## src/rtl/tick_gen_multi.sv

```systemverilog
// ---------------------------------------------------------------------------
// tick_gen_multi
//
// Multi-channel, run-time-programmable tick generator. Each channel divides
// the system clock by its own period register and emits a one-cycle strobe
// at every terminal count. A channel can run periodically or fire once and
// park in DONE. The period can be rewritten while the channel is running,
// for example to speed up gravity as the level rises.
//
// Ports
//   clk          system clock, all logic on the rising edge
//   resetn       asynchronous, active-low reset
//   enable       per-channel run enable (level); low forces IDLE
//   oneshot      per-channel mode, 1 = one-shot, 0 = periodic
//   restart      per-channel synchronous restart strobe
//   pause        global freeze of all running counters
//   period_wr    period write strobe
//   period_sel   channel addressed by period_wr (out-of-range ignored)
//   period_data  new period in clk cycles (0 = never tick)
//   tick         registered one-cycle tick strobe per channel
//   active       channel is in RUN
//   done         one-shot channel has fired and is in DONE
// ---------------------------------------------------------------------------
module tick_gen_multi #(
  parameter int                          NUM_CH     = 3,
  parameter int                          CNT_W      = 26,
  parameter logic [NUM_CH*CNT_W-1:0]     DEF_PERIOD = {26'd12500000, 26'd50000000, 26'd833334},
  localparam int                         SEL_W      = (NUM_CH > 1) ? $clog2(NUM_CH) : 1
) (
  input  logic              clk,
  input  logic              resetn,
  input  logic [NUM_CH-1:0] enable,
  input  logic [NUM_CH-1:0] oneshot,
  input  logic [NUM_CH-1:0] restart,
  input  logic              pause,
  input  logic              period_wr,
  input  logic [SEL_W-1:0]  period_sel,
  input  logic [CNT_W-1:0]  period_data,
  output logic [NUM_CH-1:0] tick,
  output logic [NUM_CH-1:0] active,
  output logic [NUM_CH-1:0] done
);

  typedef enum logic [1:0] {
    ST_IDLE = 2'd0,
    ST_RUN  = 2'd1,
    ST_DONE = 2'd2
  } state_t;

  localparam logic [CNT_W-1:0] CNT_ONE = CNT_W'(1);

  state_t            st_q  [NUM_CH];
  state_t            st_d  [NUM_CH];
  logic [CNT_W-1:0]  cnt_q [NUM_CH];
  logic [CNT_W-1:0]  cnt_d [NUM_CH];
  logic [CNT_W-1:0]  per_q [NUM_CH];
  logic [CNT_W-1:0]  per_d [NUM_CH];
  logic [NUM_CH-1:0] tick_q;
  logic [NUM_CH-1:0] tick_d;

  // Terminal count uses >= so that shrinking the period below the current
  // count fires on the next active edge instead of wrapping through the
  // full counter range. Caller guarantees per != 0.
  function automatic logic is_terminal(input logic [CNT_W-1:0] cnt,
                                       input logic [CNT_W-1:0] per);
    return (cnt >= (per - CNT_ONE));
  endfunction

  // Next-state, counter and strobe logic, one independent channel per loop
  // iteration. The period register is written from the bus; the compare
  // below always sees the value held before this edge.
  always_comb begin
    for (int i = 0; i < NUM_CH; i++) begin
      st_d[i]   = st_q[i];
      cnt_d[i]  = cnt_q[i];
      per_d[i]  = per_q[i];
      tick_d[i] = 1'b0;

      if (period_wr && (int'(period_sel) == i)) begin
        per_d[i] = period_data;
      end

      if (!enable[i]) begin
        st_d[i]  = ST_IDLE;
        cnt_d[i] = '0;
      end else if (restart[i]) begin
        // Restart beats a coincident terminal count and ignores pause.
        st_d[i]  = ST_RUN;
        cnt_d[i] = '0;
      end else begin
        unique case (st_q[i])
          ST_IDLE: begin
            st_d[i]  = ST_RUN;
            cnt_d[i] = '0;
          end
          ST_RUN: begin
            if (pause || (per_q[i] == '0)) begin
              cnt_d[i] = cnt_q[i];
            end else if (is_terminal(cnt_q[i], per_q[i])) begin
              tick_d[i] = 1'b1;
              cnt_d[i]  = '0;
              if (oneshot[i]) begin
                st_d[i] = ST_DONE;
              end
            end else begin
              cnt_d[i] = cnt_q[i] + CNT_ONE;
            end
          end
          ST_DONE: begin
            st_d[i] = ST_DONE;
          end
          default: begin
            st_d[i]  = ST_IDLE;
            cnt_d[i] = '0;
          end
        endcase
      end
    end
  end

  always_ff @(posedge clk or negedge resetn) begin
    if (!resetn) begin
      for (int i = 0; i < NUM_CH; i++) begin
        st_q[i]  <= ST_IDLE;
        cnt_q[i] <= '0;
        per_q[i] <= DEF_PERIOD[i*CNT_W +: CNT_W];
      end
      tick_q <= '0;
    end else begin
      for (int i = 0; i < NUM_CH; i++) begin
        st_q[i]  <= st_d[i];
        cnt_q[i] <= cnt_d[i];
        per_q[i] <= per_d[i];
      end
      tick_q <= tick_d;
    end
  end

  // Status levels decode directly from the state flops, so they drop with
  // the asynchronous reset just like tick.
  always_comb begin
    active = '0;
    done   = '0;
    for (int i = 0; i < NUM_CH; i++) begin
      active[i] = (st_q[i] == ST_RUN);
      done[i]   = (st_q[i] == ST_DONE);
    end
  end

  assign tick = tick_q;

endmodule

```

## config.mk

```make
export PLATFORM = sky130hd
export DESIGN_NAME = tick_gen_multi
export DESIGN_NICKNAME = d
export VERILOG_FILES = /design/src/rtl/tick_gen_multi.sv
export SDC_FILE = /design/constraint.sdc
export NUM_CORES = 1
export LEC_CHECK = 0
export CAP_MARGIN = 15
export CORE_ASPECT_RATIO = 0.5
export CORE_MARGIN = 2
export CORE_UTILIZATION = 30
export DETAILED_ROUTE_END_ITERATION = 10
export DONT_BUFFER_PORTS = 1
export GPL_TIMING_DRIVEN = 1
export PLACE_DENSITY_LB_ADDON = 0.15
export SLEW_MARGIN = 10
export SYNTH_ARGS = -nofsm -noshare
export SYNTH_HDL_FRONTEND = slang
export SYNTH_SLANG_ARGS = --single-unit
```

## constraint.sdc

```tcl
create_clock -name clk -period 5.1 [get_ports clk]
set_input_delay 0.51 -clock clk [delete_from_list [all_inputs] [get_ports clk]]
set_output_delay 0.51 -clock clk [all_outputs]
set_load 0.02 [all_outputs]
```

# Word level (Yosys, flattened, before mapping)
# Cells that the tools add are included.
dict set report word_totals {
  ff_bits 165
  latch_bits 0
  mem_bits_rw 0
  mem_bits_ro 0
  in_bits 41
  output_inout_bits 9
  wordCells 106
  mem_count 0
}
dict set report classes {
  addsub 6
  multipliers 0
  div_mod_pow 0
  order_cmp 3
  n_eq_ne 20
  n_shift 0
  mux 48
  bitwise_logic 0
  n_reduce_logical 19
}
# cell count
set op_table {}
lappend op_table {{$mux 26} 12}
lappend op_table {{$pmux 26 s2} 3}
lappend op_table {{$add 26x1->26 const B} 3}
lappend op_table {{$ge 26x26->1} 3}
lappend op_table {{$logic_not 26->1} 3}
lappend op_table {{$sub 26x1->26 const B} 3}
lappend op_table {{$mux 2} 15}
lappend op_table {{$ne 4x4->1 const B} 6}
lappend op_table {{$pmux 2 s3} 3}
lappend op_table {{$mux 1} 15}
lappend op_table {{$ne 4x3->1 const B} 3}
lappend op_table {{$eq 2x2->1 const B} 5}
lappend op_table {{$ne 3x3->1 const B} 3}
lappend op_table {{$reduce_and 3->1} 3}
lappend op_table {{$logic_not 2->1} 4}
lappend op_table {{$eq 2x1->1 const B} 3}
lappend op_table {{$reduce_and 2->1} 3}
lappend op_table {{$logic_and 1x1->1} 3}
lappend op_table {{$logic_or 1x1->1} 3}

# Logic depth before layout (Yosys ltp)
# Gate-level depths: netlist of run 1.
dict set report depth {
  depth_word 7
  depth_mapped 19
  mapped_depth_nobuf 17
}

# Least setup slack after synthesis of run 1
# No wires, ideal clock.
dict set report synth_timing {
  path_kind {reg-to-reg}
  from {register per_q[54] (netlist name)}
  to {register cnt_q[72] (netlist name)}
  setup_ns 0.083
  t_arrival_ns 4.842
  required_ns 5.017
  slack_ns 0.175
  path_stages_with_launch 20
  path_buffers 2
  synth_period_minus_slack_ns 4.925
  cell_sequence {dfstp_2 -> or4_4 -> or3_4 -> or2_4 -> or4b_4 -> nor3_4 -> nand2b_2 -> nor4_2 -> xnor2_1 -> ha_1 -> nand4_1 -> nor2_1 -> a221oi_1 -> o2111ai_1 -> or3b_2 -> clkbuf_1 -> clkbuf_1 -> nor2_1 -> nand3_1 -> o21ai_0}
}
dict set report synth_via {
  elab_chain_len 7
  elab_cells_between_ends 11
}
# element line
set synth_lines {}
lappend synth_lines {{start, declared} 56} ;# logic [CNT_W-1:0] per_q [NUM_CH];
lappend synth_lines {{start signal, assigned by index} 126} ;# per_q[i] <= DEF_PERIOD[i*CNT_W +: CNT_W];
lappend synth_lines {{start signal, assigned by index} 133} ;# per_q[i] <= per_d[i];
lappend synth_lines {{$sub 26x1->26} 66} ;# return (cnt >= (per - CNT_ONE));
lappend synth_lines {{$ge 26x26->1} 66}
lappend synth_lines {{$mux 26} 99} ;# end else if (is_terminal(cnt_q[i], per_q[i])) begin
lappend synth_lines {{$mux 26} 97} ;# if (pause || (per_q[i] == '0)) begin
lappend synth_lines {{$pmux 26 s2} 91} ;# unique case (st_q[i])
lappend synth_lines {{$mux 26} 86} ;# end else if (restart[i]) begin
lappend synth_lines {{$mux 26} 83} ;# if (!enable[i]) begin
lappend synth_lines {{end signal, assigned by index} 132} ;# cnt_q[i] <= cnt_d[i];
lappend synth_lines {{end, declared} 54} ;# logic [CNT_W-1:0] cnt_q [NUM_CH];
# Parallel ways exist; a longest one is shown, timed or not. The select of a mux whose other input is x is not followed.
# A chain may end at the register's enable or synchronous reset.

# Worst setup path in the final report of run 1
dict set report layout_timing {
  from {register per_q[54] (netlist name)}
  to {register cnt_q[60] (netlist name)}
}
# The elaborated chain is that of the path after synthesis.

==> results of run 1 <==
==> logic make-up (layout without fill, tap and decap cells) <==
group,after synthesis,count (layout),share of synthesized area (%)
buf+inv,58,89,2.062
mux,80,80,8.401
flops,165,165,39.09
compound gates,205,205,11.96
simple gates,420,421,20.70
fa+ha+maj,93,93,10.90
xor+xnor,84,84,6.889
==> worst register-to-register path, stage by stage, from the launching register on <==
cell	delay [ns]
dfstp_2	0.40
or4_4	0.55
or3_4	0.40
or2_4	0.25
or4b_4	0.55
nor3_4	0.17
nand2b_2	0.09
nor4_2	0.17
xnor2_1	0.16
ha_1	0.28
nand4_1	0.16
nor2_1	0.08
a221oi_2	0.25
o2111ai_2	0.18
buf_4	0.18
or3b_2	0.49
o21ai_0	0.20
nand2_1	0.06
o21ai_0	0.07
==> cell usage in the layout, fill, tap and decap left out, types with 28 or more instances in the layout <==
master	Yosys	routed
dfrtp_1	129	129
nand2_1	103	103
ha_1	93	93
mux2_2	77	77
o21ai_0	73	72
nor2_1	69	68
xnor2_1	60	60
nand3_1	44	44
a21oi_1	39	38
dfstp_2	36	36
inv_1	29	29
nor3_1	29	28
==> routing by layer <==
metal	part of all wire (%)	global-route usage (%)
met5	0	0
met3	2.6	2.998
met4	1.2	3.806
met1	52	21.76
met2	44	23.94
==> cell usage after synthesis, types with 28 or more instances <==
cell type,instances,area (um2)
nor4_1,28,175.2
inv_1,29,108.9
ha_1,93,1164
dfstp_2,36,945.9
a21oi_1,39,195.2
nand2_1,103,386.6
nor3_1,29,145.1
mux2_2,77,867.1
xnor2_1,60,525.5
dfrtp_1,129,3228
nand3_1,44,220.2
o21ai_0,73,365.4
nor2_1,69,259.0
==> registers in the layout (all words and copies together), names as in the netlist <==
signal	cells
cnt_q	78
per_q	78
st_q	6
tick	3
==> power by group through the flow <==
stage,combinational [uW],clock [uW],sequential (uW)
6_report,628,1220,1640
3_3_place_gp,582,0,1650
2_1_floorplan,466,0,1610
3_5_place_dp,600,0,1660
4_1_cts,636,1260,1640
5_1_grt,717,1320,1660
==> area by class of cell <==
cell class,count,area share [%]
clock inverter,13,0.8246
inverter,29,0.9081
tap,475,4.958
multi-input combinational,883,52.95
sequential,165,34.82
clock buffer,19,3.612
timing repair buffer,28,1.921
==> timing repair <==
| action | in CTS | in global routing |
|---|---|---|
| hold buffers | 1 | 0 |
| pin swaps | 0 | 3 |
| endpoints found under the setup margin | 13 | 57 |
| gates resized for setup | 2 | 8 |
| hold endpoints to repair | 165 | 0 |
| gates cloned | 0 | 1 |
| setup buffers | 0 | 2 |
==> worst paths after layout <==
path,end,slack (ns),cells after the start
min in group clk,per_q[53],0.18,2
hold reg to reg,cnt_q[47],0.52,1
max in group asynchronous,cnt_q[51],4.27,1
hold / removal,cnt_q[57],-0.01,1
setup reg to reg,cnt_q[60],0.32,18
setup / recovery,cnt_q[60],0.32,18
==> metrics by stage <==
step	setup WS [ns]	setup TNS [ns]	util (%)	instances	hold slack, ns
global route	0.02450	0	34.47	1612	0.1219
finish	0.3218	0	34.47	1612	-0.009538
CTS	0.06306	0	34.30	1609	0.1214
detailed placement	-0.08608	-0.7620	32.67	1576	0.2235
global placement	0.001136	0	32.67	1576	0.2287
floorplan	0.1754	0	-	1105	0.2144
==> metrics.txt, run 1 <==
sequential power share between 40% and 50%; hold_ws -0.009538 ns; crit-path cells or4_4 -> or3_4 -> or2_4 -> or4b_4 -> nor3_4 -> nand2b_2 -> nor4_2 -> xnor2_1 -> ha_1 -> nand4_1 -> nor2_1 -> a221oi_2 -> o2111ai_2 -> buf_4 -> or3b_2 -> o21ai_0 -> nand2_1 -> o21ai_0; CTS Root Cell clkbuf_16; PD cells roughly 290 nW/um2; first-pass GRT wire length roughly 45000 um; # rows 48; initial core utilization slightly above 30%; Crit path max-delay family simple AND/OR/NAND/NOR gates; Die W between 200 and 300 um; global route overflow 0; MaxCap Viol Count 0; Post-synth EDFFs 0; clk sink count between 150 and 200; Clock Pin Slew Worst Setup and Hold Paths ~0.070 ns; unrepaired setup endpoints after global routing false; CTS max path bufs 2; TritonCTS clock tree built; CP max stage cell or4_4; Slew headroom 33.74%; final worst path period share between 90% and 100%; DR vias slightly above 8000; Syn Area/Cell slightly below 10 um2; CP Class reg2reg; measured slew at the worst slew-check pin 0.9938 ns; CP startpoint per_q[54]; P&R area growth vs syn 12.24%; CP Capture Type flip-flop; element type at the critical path start flip-flop; worst-path fanout max 5; Pint around 2400 uW; Fin. Hold Viols 1; Placement Cell Area 11360 um2; largest net degree at the start of global routing between 150 and 200; FILL cells between 3000 and 4000; Final setup viols 0; Sw Ratio between 30% and 40%; RR Startpoint per_q[54]; post-synthesis net count 1239; area taken by multi-input logic gates 6347 um2; # nets final 1258; layout cells sized above 1 between 15 and 20%; Syn. warnings 0; fin crit period ~4.8 ns; Port-buffer cells 0; TritonRoute pass-1 iters 5; clk_lat worst skew ~0.45 ns; count of different cell masters after synthesis 64; status complete, but fails checks; CP most frequent cell o21ai_0; fmax between 200 and 250 MHz; Iter 0 DRT Violations between 300 and 400; largest stage delay on the critical path around 0.55 ns; NetSw between 1000 and 1500 uW; All-Layer GR Usage around 15%; design area 11990 um2; Hold Crit Class in2async; FFs w/ async S/R, synth between 90% and 100%; diode count 0; clock skew roughly 0.013 ns; sequential area share after synthesis around 40%; failing checks negative hold slack; DP HPWL slightly above 20000 um; Total Routed Length 27370 um; vias per cell roughly 5.1; drt wl/cell between 15 and 20 um; Crit path arrival time slightly above 5 ns; routability cong. 0.8344; FF+latch count, synth around 170; Gate Count Post-Synth 1105; P_leak around 0.0050 uW; CP bufs+invs 1; Worst Path Required 5.47 ns; number of global-route vias before repair between 8000 and 9000; Clk network pwr share 35.1%; Routed Antenna Nets 0; Gate power share around 18%; Core Area between 30000 and 40000 um2; Post-Syn Area 10680 um2; CTS Buf Count 17; H-tree lvl count 4; Seq. cell area 4174 um2; die area between 30000 and 40000 um2; Total Power about 3500 uW; drc violations 0; Slew Limit Fails 0; Die Height approximately 140 um; Max IR drop VDD roughly 0.18 mV; initial antenna violation count 0; io pins 50; Post-synth top flop dfrtp_1
Note: power is estimated with default switching activity, not from simulation.
==> run 2: changes to the inputs <==
--- a/config.mk
+++ b/config.mk
@@ -5,6 +5,7 @@
 export SDC_FILE = /design/constraint.sdc
 export NUM_CORES = 1
 export LEC_CHECK = 0
+export ABC_AREA = 1
 export CAP_MARGIN = 15
 export CORE_ASPECT_RATIO = 0.5
 export CORE_MARGIN = 2
==> constraint.sdc (replaced) <==
create_clock -name clk -period 5.1 [get_ports clk]
set_input_delay 0.255 -clock clk [delete_from_list [all_inputs] [get_ports clk]]
set_output_delay 0.255 -clock clk [all_outputs]
set_load 0.02 [all_outputs]
==> run 2 against run 1 <==
The flow now finishes without violations. Maximum frequency is 34% higher. Clock power is 7% higher. Die area increased by 16%. Wire length is 22% higher. Total power is 5.9% higher. Synthesized cell count rose by 67%. Sequential share of layout area shrank 4.2 points. Setup slack better by 1.2 ns. Critical endpoint is now cnt_q[63].
==> metrics.txt, run 2 <==
Die W 292.2 um (was 270.8 um); Gate power share 21.4% (was 18.0%); Crit path arrival time 3.89 ns (was 5.14 ns); most instantiated cells after synthesis nand2_1 (513), inv_1 (292), nor2_1 (259) (was dfrtp_1 (129), nand2_1 (103), ha_1 (93)); Syn. warnings 0 (unchanged); Placement Setup Slack 1.477 ns (was -0.08608 ns); Post-synth top flop dfrtp_1 (unchanged); post-synthesis net count 1980 (was 1239); most frequent cells in the layout nand2_1 (513), inv_1 (292), nor2_1 (259), nand3_1 (133), dfrtp_1 (129) (was dfrtp_1 (129), nand2_1 (103), ha_1 (93), mux2_2 (77), o21ai_0 (72)); Clock Pin Slew Worst Setup and Hold Paths 0.09 ns (was 0.07 ns); Slew Limit Fails 0 (unchanged); Setup TNS 0 ns (unchanged); status finished clean (was complete, but fails checks); Pint 2424 uW (was 2415 uW); layout cells sized above 1 5.465% (was 17.15%); P&R area growth vs syn 9.329% (was 12.24%); Gate Count Post-Synth 1846 (was 1105); initial antenna violation count 2 (was 0); vias per cell 4.572 (was 5.115); Die Height 148.1 um (was 137.4 um); Port-buffer cells 0 (unchanged); sequential area share after synthesis 33.50% (was 39.09%); most common cell after layout, fill and taps aside nand2_1 (was dfrtp_1); first-pass GRT wire length 55340 um (was 44670 um); Clk network pwr share 35.5% (was 35.1%); CTS Buf Count 17 (unchanged); top post-synthesis cells by area dfrtp_1 (26%), nand2_1 (15%), ha_1 (9.3%), inv_1 (8.8%), nor2_1 (7.8%) (was dfrtp_1 (30%), ha_1 (11%), dfstp_2 (8.9%), mux2_2 (8.1%), xnor2_1 (4.9%)); io pins 50 (unchanged); clk sink count 165 (unchanged); fin worst setup slack 1.525 ns (was 0.3218 ns); measured slew at the worst slew-check pin 0.9641 ns (was 0.9938 ns); Syn Area/Cell 6.749 um2 (was 9.664 um2); Routed Antenna Nets 0 (unchanged); DR vias 10920 (was 8246); count of different cell masters after synthesis 38 (was 64); drt wl/cell 13.99 um (was 16.98 um); Final Non-Filler Cells 2388 (was 1612); Iter 0 DRT Violations 751 (was 383); Core Area 40660 um2 (was 34770 um2); Post-Syn Area 12460 um2 (was 10680 um2); Worst Path Required 5.42 ns (was 5.47 ns); TritonRoute pass-1 iters 4 (was 5); Post-synth EDFFs 0 (unchanged); largest net degree at the start of global routing 166 (unchanged); Slew headroom 35.73% (was 33.74%); Sw Ratio 34.43% (was 30.82%); Fin. Hold Viols 0 (was 1); All-Layer GR Usage 16.12% (was 15.32%); DP HPWL 24840 um (was 20600 um); CTS Root Cell clkbuf_16 (unchanged); fmax 279.7 MHz (was 209.3 MHz); biggest regs cnt_q x78, per_q x78, st_q x6 (unchanged); global route overflow 0 (unchanged); # nets final 1969 (was 1258); most common cell in the netlist nand2_1 (was dfrtp_1); PD cells 271.4 nW/um2 (was 291.2 nW/um2); NetSw 1273 uW (was 1076 uW); Yosys top cell area share 25.91% (was 30.23%); CP Capture Type flip-flop (unchanged); routability cong. 0.7991 (was 0.8344); P_leak 0.006735 uW (was 0.004955 uW); final worst path period share 70.10% (was 93.69%); Final setup viols 0 (unchanged); H-tree lvl count 4 (unchanged); MaxCap Viol Count 0 (unchanged); FFs w/ async S/R, synth 100.0% (unchanged); number of global-route vias before repair 10330 (was 8033); FILL cells 4445 (was 3504); FF+latch count, synth 165 (unchanged); TritonCTS clock tree built (unchanged); worst-path fanout max 19 (was 5); sequential power share 43.1% (was 46.9%); initial core utilization 30.64% (was 30.71%); Hold Crit Class in2reg (was in2async); element type at the critical path start flip-flop (unchanged); CTS max path bufs 2 (unchanged); Max IR drop VDD 0.2449 mV (was 0.1790 mV); largest area contributor in the netlist dfrtp_1 (unchanged); # rows 52 (was 48); Total Routed Length 33400 um (was 27370 um); placed insts 2350 (was 1576); CP Class reg2reg (unchanged); die area 43280 um2 (was 37210 um2); diode count 0 (unchanged); clk_lat worst skew 0.45 ns (about the same); fin crit period 3.575 ns (was 4.778 ns); drc violations 0 (unchanged); post-CTS setup buffers 0 (unchanged); clock skew 0.02509 ns (was 0.01259 ns); unrepaired setup endpoints after global routing false (unchanged)
run 2: cell count changes in the layout (fill, tap and decap cells not counted), sizes merged, moves of 25 or more:
cell / delta
nand2: +420
mux2: -77
xnor2: -36
nand3: +89
nor2: +195
nand2b: -25
inv: +266
nand4: +58
run 2: path summary, 6_finish.rpt:
| path | startpoint | endpoint | depth (start not counted) | slack (ns) |
|---|---|---|---|---|
| hold / removal | period_data[15] | per_q[67] | 2 | 0.03 |
| min in group asynchronous | resetn | cnt_q[2] | 2 | 0.41 |
| max in group asynchronous | resetn | cnt_q[44] | 2 | 3.89 |
| hold reg to reg | per_q[56] | per_q[56] | 2 | 0.49 |
| setup / recovery | per_q[53] | cnt_q[63] | 22 | 1.52 |
| setup reg to reg | per_q[53] | cnt_q[63] | 22 | 1.52 |
run 2: per-layer routing:
metal  part of all wire (%)  track usage (%)  up-vias
li1                       -                -     5811
met1                     56            24.38     4995
met2                     41            23.82       93
met3                    2.1            2.256       20
met4                    1.5            4.381        0
met5                      0                0        -
run 2: cell type report:
cell class	instances	area [um2]	share of cell area, %
well taps	540	675.6	4.960
clock buffers	20	446.7	3.279
clock inverters	12	117.6	0.8634
repair buffers	14	137.6	1.010
multi-input cells	1340	6952	51.03
flip-flops and latches	165	4174	30.64
inverters	297	1119	8.212
run 2: timing repair:
item,CTS,global route
hold buffers,6,0
hold endpoints to repair,172,0
resized for setup,0,0
run 2: critical path, stage by stage (launching register included):
cell	delay, ns
dfstp_2	0.37
inv_1	0.08
nand2_1	0.07
inv_1	0.06
nand4_1	0.14
nor2_1	0.31
nand2_1	0.21
nor2_1	0.20
nand3b_1	0.12
xnor2_1	0.18
inv_1	0.06
ha_1	0.30
nand2_1	0.08
inv_1	0.05
nand2_1	0.08
nor2_1	0.18
nand2_1	0.07
nor2_1	0.08
nor2_1	0.06
nand4_1	0.24
nand2_2	0.19
inv_4	0.25
nor2_1	0.08
run 2: logic make-up (layout without fill, tap and decap cells):
family / count (synthesis) / in the layout / share of synthesized area (%)
simple gates: 1061 / 1061 / 36.43
buf+inv: 341 / 343 / 10.70
flops: 165 / 165 / 33.50
compound gates: 114 / 114 / 4.961
fa+ha+maj: 93 / 93 / 9.339
xor+xnor: 72 / 72 / 5.061
run 2: power by group through the flow:
| stage | clock network (uW) | logic (uW) | registers [uW] |
|---|---|---|---|
| after global routing | 1420 | 933 | 1610 |
| final | 1310 | 791 | 1590 |
| after detailed placement | 0 | 767 | 1620 |
| after CTS | 1360 | 808 | 1590 |
| after global placement | 0 | 768 | 1620 |
| after floorplan | 0 | 614 | 1560 |
run 2: metrics by stage:
step	power, uW	utilization [%]	area [um2]	hold WS, ns
4_1_cts	3761	33.50	13620	0.001215
3_3_place_gp	2385	31.92	12980	-0.03730
2_1_floorplan	2179	-	12460	-0.04059
6_report	3697	33.50	13620	0.03043
5_1_grt	3963	33.50	13620	0.009786
3_5_place_dp	2384	31.92	12980	-0.03805
==> run 3: changes to the inputs <==
==> constraint.sdc (replaced) <==
create_clock -name clk -period 3.7 [get_ports clk]
set_input_delay 0.185 -clock clk [delete_from_list [all_inputs] [get_ports clk]]
set_output_delay 0.185 -clock clk [all_outputs]
set_load 0.02 [all_outputs]
==> run 3 against run 2 <==
The flow now finishes with violations (negative hold slack). Final cell count grew 0.88%. Design area grew 1.6%. Maximum frequency grew 9.5%.
==> metrics.txt, run 3 (same netlist as run 2, synthesis figures left out) <==
status complete, but fails checks (was finished clean); failing checks negative hold slack; Clock Pin Slew Worst Setup and Hold Paths 0.08 ns (was 0.09 ns); DP HPWL 25020 um (was 24840 um); fmax 306.4 MHz (was 279.7 MHz); TritonCTS clock tree built (unchanged); CTS Root Cell clkbuf_16 (unchanged); Die W 292.2 um (unchanged); io pins 50 (unchanged); Die Height 148.1 um (unchanged); DR vias 10900 (was 10920); Placement Setup Slack 0.1659 ns (was 1.477 ns); TritonRoute pass-1 iters 5 (was 4); Slew Limit Fails 0 (unchanged); FILL cells 4408 (was 4445); most frequent cells in the layout nand2_1 (513), inv_1 (292), nor2_1 (258), nand3_1 (133), dfrtp_1 (129) (was nand2_1 (513), inv_1 (292), nor2_1 (259), nand3_1 (133), dfrtp_1 (129)); number of global-route vias before repair 10240 (was 10330); Crit path arrival time 3.64 ns (was 3.89 ns); initial antenna violation count 0 (was 2); P&R area growth vs syn 11.06% (was 9.329%); clk_lat worst skew 0.46 ns (was 0.45 ns); CP Capture Type flip-flop (unchanged); CTS Buf Count 17 (unchanged); # nets final 1990 (was 1969); element type at the critical path start flip-flop (unchanged); Final Non-Filler Cells 2409 (was 2388); Slew headroom 66.06% (was 35.73%); Fin. Hold Viols 165 (was 0); fin worst setup slack 0.4365 ns (was 1.525 ns); # rows 52 (unchanged); Routed Antenna Nets 0 (unchanged); first-pass GRT wire length 56360 um (was 55340 um); post-cts hold buffer count 21 (was 6); highest routed layer met4 (unchanged); layout cells sized above 1 5.778% (was 5.465%); routed length on met2 14160 um (was 13580 um); initial core utilization 30.64% (unchanged); Core Area 40660 um2 (unchanged); die area 43280 um2 (unchanged); Total Power 5166 uW (was 3697 uW); measured slew at the worst slew-check pin 0.5052 ns (was 0.9641 ns); diode count 0 (unchanged); hold_ws -0.5838 ns (was 0.03043 ns); drt wl/cell 14.04 um (was 13.99 um); Worst Path Required 4.08 ns (was 5.42 ns); worst-path fanout max 21 (was 19); Total Routed Length 33830 um (was 33400 um); final worst path period share 88.20% (was 70.10%); Setup TNS 0 ns (unchanged); Iter 0 DRT Violations 703 (was 751); Hold Crit Class in2async (was in2reg); unrepaired setup endpoints after global routing false (unchanged); largest net degree at the start of global routing 166 (unchanged); global route overflow 0 (unchanged); biggest regs cnt_q x78, per_q x78, st_q x6 (unchanged); met1 wire length 18700 um (was 18610 um); clock skew 0.01485 ns (was 0.02509 ns); clk sink count 165 (unchanged); drc violations 0 (unchanged); H-tree lvl count 4 (unchanged); Max IR drop VDD 0.3523 mV (was 0.2449 mV); All-Layer GR Usage 16.51% (was 16.12%); CTS max path bufs 2 (unchanged); Port-buffer cells 0 (unchanged); Final setup viols 0 (unchanged); Routed met3 length 801 um (was 712 um); P_leak 0.006843 uW (was 0.006735 uW); MaxCap Viol Count 0 (unchanged); routability cong. 0.7866 (was 0.7991); PD cells 373.4 nW/um2 (was 271.4 nW/um2); placed insts 2355 (was 2350); CP Class reg2reg (unchanged); most common cell after layout, fill and taps aside nand2_1 (unchanged); fin crit period 3.264 ns (was 3.575 ns); vias per cell 4.526 (was 4.572)
==> run 3: routing by layer <==
metal	up-vias	global-route usage, %
met5	-	0
met3	12	2.675
met1	4952	25.20
li1	5849	-
met2	91	24.67
met4	0	2.629
==> run 3: layout make-up <==
| cell class | instances | area [um2] | share of cell area, % |
|---|---|---|---|
| clock inverters | 12 | 141.4 | 1.022 |
| well taps | 540 | 675.6 | 4.883 |
| flip-flops and latches | 165 | 4174 | 30.17 |
| repair buffers | 35 | 315.3 | 2.279 |
| multi-input cells | 1340 | 6959 | 50.29 |
| clock buffers | 20 | 446.7 | 3.228 |
| inverters | 297 | 1125 | 8.129 |
==> run 3: path summary, 6_finish.rpt <==
path                                  from        end  slack (ns)  cells after the start
setup reg to reg                  per_q[0]  cnt_q[25]        0.44                     21
min in group clk           period_data[17]  per_q[43]        0.02                      2
max in group asynchronous           resetn  per_q[53]        3.87                      0
hold / removal                      resetn   cnt_q[2]       -0.58                      0
setup / recovery                  per_q[0]  cnt_q[25]        0.44                     21
hold reg to reg                  per_q[56]  per_q[56]        0.49                      2
==> run 3: timing repair <==
item / 4_1_cts / 5_1_grt
gates resized for setup: 0 / 6
buffers inserted: 0 / 1
endpoints found under the setup margin: 0 / 60
hold endpoints to repair: 201 / 165
==> run 3: through the flow <==
step,cell area (um2),utilization [%]
floorplan,12460,-
global placement,13020,32.01
detailed placement,13020,32.01
CTS,13820,33.98
global route,13840,34.03
finish,13840,34.03
==> run 3: worst max-delay path, cell delays in order, from the launching register on <==
cell and delay (ns):
dfrtp_1 0.42, inv_1 0.13, ha_1 0.23, nand2_2 0.13, nor3_2 0.24, nand2_1 0.14, nor3_2 0.17, nand2_1 0.09
xnor2_1 0.14, inv_1 0.06, ha_1 0.26, nand2_1 0.08, inv_1 0.05, nand2_1 0.06, nand2_1 0.04, nand2_1 0.05
nand2_1 0.05, a21oi_1 0.17, nand4_1 0.22, nand2_4 0.17, inv_4 0.13, nor2_1 0.13
==> run 3: report_power, final <==
| part | internal (uW) | switching [uW] | total (uW) |
|---|---|---|---|
| logic | 398 | 681 | 1080 |
| registers | 2000 | 201 | 2200 |
| clock network | 1030 | 856 | 1890 |
